## src/rtl/cmp_result_monitor.sv

```systemverilog
// Consumes comparator_2bit result flags: checks one-hot, keeps saturating
// per-category/error counts and detects a run of RUN_LEN consecutive Equal samples.
module cmp_result_monitor #(
    parameter int unsigned CNT_W   = 8,
    parameter int unsigned RUN_LEN = 4
) (
    input  logic             clk,
    input  logic             rst_n,
    input  logic             In_valid,
    input  logic             Lesser,
    input  logic             Greater,
    input  logic             Equal,
    input  logic             Clear,
    output logic [CNT_W-1:0] Lt_count,
    output logic [CNT_W-1:0] Gt_count,
    output logic [CNT_W-1:0] Eq_count,
    output logic [CNT_W-1:0] Err_count,
    output logic             Eq_run,
    output logic             Flag_err,
    output logic             Out_valid
);

    localparam int unsigned RC_W = 8;

    typedef enum logic [1:0] {
        IDLE = 2'd0,
        RUN  = 2'd1,
        LOCK = 2'd2
    } state_t;

    state_t            state_q, state_d;
    logic [RC_W-1:0]   rc_q, rc_d;
    logic [CNT_W-1:0]  lt_d, gt_d, eq_d, err_d;
    logic              eq_run_d, flag_err_d, out_valid_d;
    logic              legal;

    // Counters stick at all-ones instead of wrapping
    function automatic logic [CNT_W-1:0] sat_inc(input logic [CNT_W-1:0] v);
        return (&v) ? v : v + CNT_W'(1);
    endfunction

    assign legal = ({Lesser, Greater, Equal} == 3'b100) ||
                   ({Lesser, Greater, Equal} == 3'b010) ||
                   ({Lesser, Greater, Equal} == 3'b001);

    // Next-state and next-output logic; Clear outranks a same-cycle sample
    always_comb begin
        state_d     = state_q;
        rc_d        = rc_q;
        lt_d        = Lt_count;
        gt_d        = Gt_count;
        eq_d        = Eq_count;
        err_d       = Err_count;
        flag_err_d  = 1'b0;
        out_valid_d = 1'b0;
        if (Clear) begin
            state_d = IDLE;
            rc_d    = '0;
            lt_d    = '0;
            gt_d    = '0;
            eq_d    = '0;
            err_d   = '0;
        end else if (In_valid) begin
            out_valid_d = 1'b1;
            if (!legal) begin
                err_d      = sat_inc(Err_count);
                flag_err_d = 1'b1;
                state_d    = IDLE;
                rc_d       = '0;
            end else if (Equal) begin
                eq_d = sat_inc(Eq_count);
                case (state_q)
                    IDLE: begin
                        state_d = RUN;
                        rc_d    = RC_W'(1);
                    end
                    RUN: begin
                        rc_d = rc_q + RC_W'(1);
                        if (rc_d == RC_W'(RUN_LEN)) state_d = LOCK;
                    end
                    default: state_d = LOCK;
                endcase
            end else begin
                if (Lesser) lt_d = sat_inc(Lt_count);
                if (Greater) gt_d = sat_inc(Gt_count);
                state_d = IDLE;
                rc_d    = '0;
            end
        end
        eq_run_d = (state_d == LOCK);
    end

    // State and registered outputs
    always_ff @(posedge clk or negedge rst_n) begin
        if (!rst_n) begin
            state_q   <= IDLE;
            rc_q      <= '0;
            Lt_count  <= '0;
            Gt_count  <= '0;
            Eq_count  <= '0;
            Err_count <= '0;
            Eq_run    <= 1'b0;
            Flag_err  <= 1'b0;
            Out_valid <= 1'b0;
        end else begin
            state_q   <= state_d;
            rc_q      <= rc_d;
            Lt_count  <= lt_d;
            Gt_count  <= gt_d;
            Eq_count  <= eq_d;
            Err_count <= err_d;
            Eq_run    <= eq_run_d;
            Flag_err  <= flag_err_d;
            Out_valid <= out_valid_d;
        end
    end

endmodule
```

## config.mk

```make
export PLATFORM = sky130hd
export DESIGN_NAME = cmp_result_monitor
export DESIGN_NICKNAME = d
export VERILOG_FILES = /design/src/rtl/cmp_result_monitor.sv
export SDC_FILE = /design/constraint.sdc
export NUM_CORES = 1
export LEC_CHECK = 0
export BUFFER_PORTS_ARGS = -buffer_cell sky130_fd_sc_hd__buf_4
export CAP_MARGIN = 25
export CORE_ASPECT_RATIO = 0.7
export CORE_MARGIN = 2
export CORE_UTILIZATION = 40
export CTS_CLUSTER_DIAMETER = 150
export CTS_CLUSTER_SIZE = 12
export DETAILED_ROUTE_END_ITERATION = 8
export SETUP_SLACK_MARGIN = 0.1
export SLEW_MARGIN = 20
export SYNTH_ARGS = -nofsm -noshare
export SYNTH_HDL_FRONTEND = slang
export SYNTH_SLANG_ARGS = --single-unit
export TNS_END_PERCENT = 30
```

## constraint.sdc

```tcl
create_clock -name clk -period 2.13 [get_ports clk]
set_input_delay 0.426 -clock clk [delete_from_list [all_inputs] [get_ports clk]]
set_output_delay 0.426 -clock clk [all_outputs]
set_load 0.05 [all_outputs]
```

## After elaboration in Yosys (flattened, before gate mapping)

Index checks and enable logic that the tools add are counted.

- Bits in registers: 45
- Input bits: 7
- Output and inout port bits: 35
- Logic and storage cells: 81

- Add/sub/neg operators: 5
- Eq/ne operators: 13
- Mux-type cells: 37
- Reduce and logical (&&, ||, !) cells: 17

Operator list:

| cell | number |
|---|---|
| $mux 8 | 25 |
| $add 8x1->8 const B | 5 |
| $reduce_and 8->1 | 4 |
| $pmux 8 s2 | 1 |
| $mux 2 | 5 |
| $ne 2x2->1 const B | 5 |
| $reduce_and 5->1 | 2 |
| $reduce_bool 2->1 | 5 |
| $eq 8x3->1 const B | 1 |
| $mux 1 | 5 |
| $ne 5x3->1 const B | 1 |
| $pmux 2 s2 | 1 |
| $reduce_and 4->1 | 1 |
| $eq 3x1->1 const B | 1 |
| $eq 3x2->1 const B | 1 |
| $eq 3x3->1 const B | 1 |
| $reduce_and 3->1 | 1 |
| $eq 2x1->1 const B | 1 |
| $eq 2x2->1 const B | 1 |
| $logic_not 2->1 | 1 |
| $logic_or 1x1->1 | 2 |
| $ne 2x1->1 const B | 1 |
| $reduce_and 2->1 | 1 |

## Longest topological paths before layout

Gate-level depths: netlist of the first run.

- Depth after elaboration: 9
- Mapped depth: 6
- Gate-level depth less buffers: 6

## Least setup slack after synthesis of the first run

OpenSTA, ideal clock, no wires.

- Kind: reg-to-reg
- Start point: reg Err_count[0]
- End point: reg Err_count[5]
- Arrival time: 1,861 ps
- Required time: 2,052 ps
- Path slack: 191 ps
- Stages on the path, launching flop included: 7
- Path buffers: 0
- Period minus slack after synthesis: 1,939 ps
- Cells stage by stage: dfrtp_1 > ha_1 > and2_1 > nand4_1 > nand3_4 > or4_1 > a21oi_1

- Word-level cells in the longest chain between the ends: 5
- Elaborated cells between the ends (all ways): 8
- Those cells by class: add/sub (1); eq/ne (1); mux (4); reduce/logical (2)

RTL lines:

| what | line | RTL |
|---|---|---|
| from (decl) | 17 | `output logic [CNT_W-1:0] Err_count,` |
| from (signal assigned) | 111 | `Err_count <= err_d;` |
| $add 8x1->8 | 39 | `return (&v) ? v : v + CNT_W'(1);` |
| $mux 8 | 39 |  |
| $mux 8 | 65 | `if (!legal) begin` |
| $mux 8 | 63 | `end else if (In_valid) begin` |
| $mux 8 | 56 | `if (Clear) begin` |

Several ways; a longest one is shown, not always the timed one. The select of a mux whose other input is x is not followed.
A chain may end at the register's enable or synchronous reset.

## Final worst setup path of the first run

Same ends and word-level chain as after synthesis.

==> run metrics, run 1 <==
DR vias/cell 5.28; startpoint types flop; Finished Core Util around half; Crit Path Class reg2reg; LEAKAGE 1.30 nW; H-tree depth 2; Final Wtd Congestion roughly 0.83; Root Buffer Master clkbuf_8; Rel. slew slack 61.8%; vias in the first global route between 1500 and 2000; # fillers ~550; clock sink total 45; IO buf count 41; # IOs 42; number of iterations in the first detailed-routing pass 4; Fin. Hold Viols 0; vias 1921; Syn Area/Cell 9.80 sq um; WL met1 around 2800 um; CP max FO 10; async set-reset flop share out of synthesis 100%; met3 WL post-DR 292 um; Final min period 1.82 ns; Worst-Margin Slew 0.573 ns; WL met2 roughly 2100 um; Core ar. 0.00576 sq mm; Synth Warn # 0; Core Rows 23; number of synthesized flops with an enable pin 0; PwrDens 537 mW/mm^2; largest net degree at the start of global routing 46; Clk pin slew, worst setup/hold paths about 0.080 ns; PostCTS Resize Cnt 0; # diodes 0; Total GRT Usage between 10% and 20%; Worst R2R Setup Slack about 0.31 ns; hpwl dp 3650 um; die outline height roughly 69 um; Layout area overhead 20.2%; drc violations 0; Mapped Cells 244; Skew-Pair Late Insertion Delay 0.30 ns; CTS tree built; RR Startpoint Err_count[0]; Top Metal Used met4; global-route wire length before repair 8570 um; Worst VDD drop 0.220 mV; Critical Path Sink Type flop; final period utilization 85.5%; Die X a little under 100 um; outcome completed; RSZ-0062 raised after global routing no; DRT Wirelength 5180 um; Yosys reg bits 45; Fmax 549 MHz; layout cell share with drive strength beyond 1 20.4%; number of CTS-inserted buffers 5; cells on worst reg2reg path 6; max-capacitance violation count 0; post-layout net count 302; critical path data arrival time roughly 2 ns; Setup TNS 0 ns; antenna-violating nets left 0; area of the multi-input gates approximately 0.0012 sq mm; Worst Setup SP Err_count[0]; HP Class in2async; Starting Density 41.6%; Most used DFF post-synth dfrtp_1; CP Data Required Time 2.35 ns; CTS hold repair buffers 0; post-CTS setup buffers 0; Overflow after GRT 0; die area 0.00663 sq mm; initial DRC count 63; Cell Area, Synth 0.00239 sq mm; FF+latch area 0.00113 sq mm; Final Max Slew Viols 0; Setup violations, final 0; initial antenna violation count 0; Longest Clk Path Bufs 2; distinct cell type count after synthesis 47; register area share after synthesis 47.1%; WL per Instance 14.2 um; clock skew roughly 0.0066 ns; Net Count, Synth approximately 260
-- sequential cells by signal (all words and copies together) (netlist names) --
register   cells
Out_valid      1
Err_count      8
Gt_count       8
rc_q           8
state_q        2
Eq_count       8
Flag_err       1
Lt_count       8
Eq_run         1
-- power breakdown --
part	switching (W)	internal, W
Clock	0.000282	0.000258
Sequential	0.00000983	0.000862
Combinational	0.0000925	0.0000405
-- area by class of cell --
cell class                      count  area share (%)
Tap cell                           75            3.26
Clock buffer                        7            3.00
Timing Repair Buffer               43            11.2
Sequential cell                    45            39.2
Multi-Input combinational cell    188            42.6
Inverter                            6           0.783
-- per-stage QoR --
step	power [W]	hold WS, ns	instance area [sq um]	instances	setup slack [ns]
after global placement	0.00102	0.475	2790	357	0.344
final	0.00154	0.117	2880	364	0.309
after floorplan	0.000967	0.130	2390	244	0.191
after CTS	0.00157	0.150	2880	364	0.297
after detailed placement	0.00102	0.472	2790	357	0.337
after global routing	0.00161	0.168	2880	364	0.190
-- cells by family after synthesis --
group,after synthesis,share of synthesized area (%)
buffers and inverters,11,1.78
adders and majority gates,6,3.14
muxes,6,2.51
xor gates and xnor gates,20,7.32
DFF,45,47.1
and+or+nand+nor,106,24.4
AOI/OAI and AO/OA,50,13.8
-- cells in the final DEF (no fill, tap or decap), types with 8 or more instances in the layout --
master and instances:
nand3_1 13, o21ai_1 14, xnor2_1 14, buf_4 43, a21oi_1 11, nor2_1 33
dfrtp_1 45, nand4_1 8, nand2_1 18
-- final timing paths --
kind / to
worst min-delay path: Flag_err
worst max-delay path: Err_count[5]
min in group clk: rc_q[0]
worst min register to register: rc_q[7]
worst max register to register: Err_count[5]
max in group asynchronous: Gt_count[1]
-- layer usage --
layer | vias up | GRT usage, %
met5 | - | 0
met2 | 43 | 24.0
met1 | 903 | 25.7
met3 | 5 | 4.78
met4 | 0 | 5.81
li1 | 970 | -
-- cells in the mapped netlist, drive strengths merged (3+ instances only) --
library cell	count	area share, %
clkbuf	3	0.47
nor2	33	5.2
ha	6	3.1
a31o	3	1.1
o21ai	16	3.5
dfrtp	45	47
a21oi	12	2.7
xor2	6	2.2
nand4	8	2.1
nor3	6	1.3
nand2	18	2.8
and2	5	1.3
xnor2	14	5.1
or3	4	1.0
inv	6	0.94
nand3	14	3.5
a211oi	4	1.3
and3	4	1.0
mux2i	6	2.5
-- worst max-delay path, stage by stage (launching register included) --
cell	delay [ns]
dfrtp_1	0.43
ha_1	0.23
and2_1	0.19
nand4_1	0.16
nand3_4	0.15
or4_1	0.42
a21oi_1	0.16
No activity file was read; power rests on OpenSTA's default activity.
==> inputs of run 2 (changes only) <==
Settings changed: CELL_PAD_IN_SITES_DETAIL_PLACEMENT set to 1, CELL_PAD_IN_SITES_GLOBAL_PLACEMENT set to 1, PLACE_DENSITY_LB_ADDON set to 0.1.
==> run 2 against run 1 <==
  * Cell count up 0.27%
  * Routed wire length increased by 12%
  * Register-to-register slack improved by 0.02 ns
  * Via count grew 4.6%
  * Worst hold slack worse by 0.0015 ns
  * Sequential cell count did not move
  * Critical endpoint unchanged
  * Die area stayed put
  * Sequential share of layout area shrank 0.40 points
  * Critical path depth unchanged
==> run metrics, run 2 (synthesis gave the netlist of run 1 again) <==
outcome completed (unchanged); max-capacitance violation count 0 (unchanged); initial antenna violation count 0 (unchanged); Worst-Margin Slew 0.580 ns (was 0.573 ns); DRT Wirelength 5790 um (was 5180 um); H-tree depth 2 (unchanged); cells on worst reg2reg path 6 (unchanged); final period utilization 84.5% (was 85.5%); Cell Area, Placed 0.00279 sq mm (unchanged); Overflow after GRT 0 (unchanged); die outline height 68.7 um (unchanged); PwrDens 581 mW/mm^2 (was 537 mW/mm^2); RSZ-0062 raised after global routing no (unchanged); Seq pwr share 51.7% (was 56.4%); Longest Clk Path Bufs 2 (unchanged); DR vias/cell 5.51 (was 5.28); Worst VDD drop 0.264 mV (was 0.220 mV); Setup violations, final 0 (unchanged); Final Instance Area 0.00291 sq mm (was 0.00288 sq mm); most common cell after layout, fill and taps aside dfrtp_1 (unchanged); Total GRT Usage 18.8% (was 17.3%); Finished Core Util 50.5% (was 50.0%); largest net degree at the start of global routing 46 (unchanged); Core Rows 23 (unchanged); clock skew 0.00933 ns (was 0.00659 ns); Psw 0.000401 W (was 0.000384 W); Inst Count DP 357 (unchanged); post-layout net count 302 (unchanged); setup ws final 0.331 ns (was 0.309 ns); combinational power share 8.0% (was 8.6%); Int Pwr 0.00129 W (was 0.00116 W); Rel. slew slack 61.4% (was 61.8%); CTS hold repair buffers 0 (unchanged); # IOs 42 (unchanged); # diodes 0 (unchanged); Final Max Slew Viols 0 (unchanged); Setup TNS 0 ns (unchanged); WL per Instance 15.9 um (was 14.2 um); antenna-violating nets left 0 (unchanged); Critical Path Sink Type flop (unchanged); drc violations 0 (unchanged); startpoint types flop (unchanged); Skew-Pair Late Insertion Delay 0.30 ns (about the same); Final Wtd Congestion 0.765 (was 0.831); Clk pin slew, worst setup/hold paths 0.09 ns (was 0.08 ns); Place WS 0.297 ns (was 0.337 ns); die area 0.00663 sq mm (unchanged); clock sink total 45 (unchanged); critical path data arrival time 2.03 ns (was 2.04 ns); number of CTS-inserted buffers 5 (unchanged); Core ar. 0.00576 sq mm (unchanged); vias in the first global route 1958 (was 1732); initial DRC count 35 (was 63); hpwl dp 4140 um (was 3650 um); Clock Power Share 40.3% (was 34.9%); HP Class in2async (unchanged); most frequent cells in the layout dfrtp_1, buf_4, nor2_1 (unchanged); number of iterations in the first detailed-routing pass 4 (unchanged); LEAKAGE 1.32 nW (was 1.30 nW); post-route insts no fill 365 (was 364); IO buf count 41 (unchanged); CP max FO 10 (unchanged); Root Buffer Master clkbuf_8 (unchanged); Crit Path Class reg2reg (unchanged); global-route wire length before repair 9660 um (was 8570 um); Layout area overhead 21.4% (was 20.2%); CTS tree built (unchanged); Starting Density 41.6% (unchanged); Fin. Hold Viols 0 (unchanged); CP Data Required Time 2.36 ns (was 2.35 ns); vias 2010 (was 1921); layout cell share with drive strength beyond 1 20.7% (was 20.4%); Fmax 556 MHz (was 549 MHz); PostCTS Resize Cnt 0 (unchanged); Final min period 1.80 ns (was 1.82 ns); sw frac 23.8% (was 24.9%); Die X 96.4 um (unchanged); post-CTS setup buffers 0 (unchanged)
run 2: worst max-delay path, stage by stage (launching register included):
cell and delay (ns):
dfrtp_1 0.43, ha_1 0.23, and2_1 0.18, nand4_1 0.17, nand3_4 0.17, or4_1 0.42, a21oi_1 0.15
run 2: worst paths after layout:
path | startpoint | end | slack [ns]
max in group asynchronous | rst_n | rc_q[0] | 1.62
setup reg to reg | Err_count[0] | Err_count[5] | 0.33
hold / removal | rst_n | Err_count[5] | 0.12
setup / recovery | Err_count[0] | Err_count[5] | 0.33
min in group clk | In_valid | rc_q[0] | 0.45
hold reg to reg | rc_q[7] | rc_q[7] | 0.52
run 2: area by class of cell:
cell class	instances	area [sq um]
Tap cell	75	93.8
Fill cell	683	2850
Timing Repair Buffer	43	323
Sequential cell	45	1130
Clock buffer	7	86.3
Inverter	6	22.5
Multi-Input combinational cell	188	1220
Clock inverter	1	30.0
run 2: routing by layer:
metal	global-route usage (%)	up-vias	part of all wire [%]
met1	26.9	998	51
li1	-	970	-
met3	4.13	10	3.9
met5	0	-	0
met2	29.3	32	44
met4	4.58	0	1.2
run 2: power by group through the flow:
| stage | logic [W] | registers (W) | clock network [W] |
|---|---|---|---|
| 2_1_floorplan | 0.0000524 | 0.000914 | 0 |
| 3_3_place_gp | 0.000137 | 0.000889 | 0 |
| 3_5_place_dp | 0.000138 | 0.000889 | 0 |
| 4_1_cts | 0.000139 | 0.000872 | 0.000702 |
| 5_1_grt | 0.000148 | 0.000874 | 0.000734 |
| 6_report | 0.000135 | 0.000872 | 0.000681 |
run 2: metrics by stage:
step | total power [W] | hold WS [ns]
finish | 0.00169 | 0.115
global route | 0.00176 | 0.159
CTS | 0.00171 | 0.146
detailed placement | 0.00103 | 0.477
global placement | 0.00103 | 0.476
floorplan | 0.000967 | 0.130
==> inputs of run 3 (changes only) <==
Clock period 2.13 ns to 1.8 ns, I/O delays scaled along.
==> run 3 against run 2 <==
  * First-iteration DRC count grew 43%
  * Critical path type unchanged
  * Sequential share of layout area shrank 1.2 points
  * Critical endpoint is now Err_count[7]
  * Cell count grew 2.7%
==> run metrics, run 3 (synthesis gave the netlist of run 1 again) <==
outcome completed (unchanged); Crit Path Class reg2reg (unchanged); setup ws final 0.0623 ns (was 0.331 ns); Final Wtd Congestion 0.796 (was 0.765); RR Startpoint Err_count[0] (unchanged); Die X 96.4 um (unchanged); Starting Density 41.6% (unchanged); Fin. Hold Viols 0 (unchanged); post-route insts no fill 375 (was 365); IO buf count 41 (unchanged); Cell Area, Placed 0.00284 sq mm (was 0.00279 sq mm); post-layout net count 312 (was 302); slowest CP cell dfrtp_2 (was dfrtp_1); vias 2090 (was 2010); CTS hold repair buffers 0 (unchanged); startpoint types flop (unchanged); global-route wire length before repair 10500 um (was 9660 um); # IOs 42 (unchanged); largest net degree at the start of global routing 46 (unchanged); Finished Core Util 52.2% (was 50.5%); Layout area overhead 25.6% (was 21.4%); hpwl dp 4520 um (was 4140 um); WL per Instance 17.1 um (was 15.9 um); Worst-Margin Slew 0.603 ns (was 0.580 ns); critical path data arrival time 1.91 ns (was 2.03 ns); initial antenna violation count 0 (unchanged); Inst Count DP 363 (was 357); worst path bufs/invs 0 (unchanged); Overflow after GRT 0 (unchanged); # diodes 0 (unchanged); most common cell after layout, fill and taps aside buf_4 (was dfrtp_1); Core ar. 0.00576 sq mm (unchanged); max-capacitance violation count 0 (unchanged); DR vias/cell 5.57 (was 5.51); CP max FO 8 (was 10); number of iterations in the first detailed-routing pass 4 (unchanged); Critical Path Sink Type flop (unchanged); Final Max Slew Viols 0 (unchanged); layout cell share with drive strength beyond 1 27.7% (was 20.7%); LEAKAGE 1.36 nW (was 1.32 nW); CP delay by family, top compound AO/OA/AOI/OAI gates (was simple AND/OR/NAND/NOR gates); worst setup path endpoint Err_count[7] (was Err_count[5]); DRT Wirelength 6430 um (was 5790 um); clock sink total 45 (unchanged); initial DRC count 50 (was 35); PwrDens 613 mW/mm^2 (was 581 mW/mm^2); Fmax 575 MHz (was 556 MHz); Worst R2R Setup Slack 0.06 ns (was 0.33 ns); clock skew 0.00360 ns (was 0.00933 ns); Skew-Pair Late Insertion Delay 0.29 ns (was 0.30 ns); Setup violations, final 0 (unchanged); Rel. slew slack 59.8% (was 61.4%); vias in the first global route 2051 (was 1958); Reg-to-Reg End Err_count[7] (was Err_count[5]); final period utilization 96.5% (was 84.5%); cells on worst reg2reg path 6 (unchanged); Worst VDD drop 0.369 mV (was 0.264 mV); die outline height 68.7 um (unchanged); Total GRT Usage 20.6% (was 18.8%); drc violations 0 (unchanged); number of CTS-inserted buffers 5 (unchanged); Root Buffer Master clkbuf_8 (unchanged); Worst Setup SP Err_count[0] (unchanged); Setup TNS 0 ns (unchanged); Final Instance Area 0.00301 sq mm (was 0.00291 sq mm); Place WS 0.0252 ns (was 0.297 ns); Cell Chain, Critical Path ha_4 -> and2_4 -> nand4_1 -> nand3_4 -> o311ai_1 -> o41ai_2 (was ha_1 -> and2_1 -> nand4_1 -> nand3_4 -> or4_1 -> a21oi_1); RSZ-0062 raised after global routing yes (was no); Levels on crit path 6 (unchanged); Core Rows 23 (unchanged); HP Class in2async (unchanged); CTS tree built (unchanged); antenna-violating nets left 0 (unchanged); Final min period 1.74 ns (was 1.80 ns); CP Data Required Time 1.97 ns (was 2.36 ns); Clk pin slew, worst setup/hold paths 0.09 ns (about the same); Worst path max stage delay 0.44 ns (was 0.43 ns); most frequent cells in the layout buf_4, dfrtp_1, nor2_1 (was dfrtp_1, buf_4, nor2_1); H-tree depth 2 (unchanged); die area 0.00663 sq mm (unchanged); Longest Clk Path Bufs 2 (unchanged)
==> run 3: layout make-up <==
cell class	count	area (sq um)
fillers	701	2750
multi-input cells	188	1280
flip-flops and latches	45	1130
repair buffers	53	398
well taps	75	93.8
clock buffers	6	72.6
inverters	6	22.5
clock inverters	2	10.0
==> run 3: layer usage <==
layer / up-vias / share of wire [%] / track usage [%]
met5: - / 0 / 0
met4: 0 / 0.79 / 4.23
met3: 6 / 3.8 / 3.91
met2: 39 / 48 / 34.2
met1: 1052 / 47 / 28.3
li1: 993 / - / -
==> run 3: report_power, final <==
part / leakage [nW] / internal [W] / total [W] / switching (W)
Sequential: 0.620 / 0.00102 / 0.00103 / 0.0000105
Combinational: 0.692 / 0.0000627 / 0.000188 / 0.000125
Clock: 0.0450 / 0.000270 / 0.000624 / 0.000354
Total: 1.36 / 0.00135 / 0.00184 / 0.000490
==> run 3: timing repair <==
item,4_1_cts,5_1_grt
resized for setup,0,10
pin swaps,1,1
endpoints found under the setup margin,4,17
setup buffers,3,1
==> run 3: stage by stage <==
step,hold WS [ns],power (W)
CTS,0.0826,0.00187
global placement,0.413,0.00122
detailed placement,0.411,0.00123
finish,0.0691,0.00184
floorplan,0.0644,0.00115
global route,0.104,0.00192
==> run 3: how the worst min path moves through the flow <==
stage,from,to,slack (ns),depth (start not counted)
global route,rst_n,Lt_count[1],0.10,1
detailed placement,rst_n,rc_q[2],0.41,1
global placement,rst_n,rc_q[2],0.41,1
finish,rst_n,Gt_count[1],0.07,1
CTS,rst_n,Eq_count[7],0.08,1
floorplan,rst_n,Eq_count[0],0.06,0
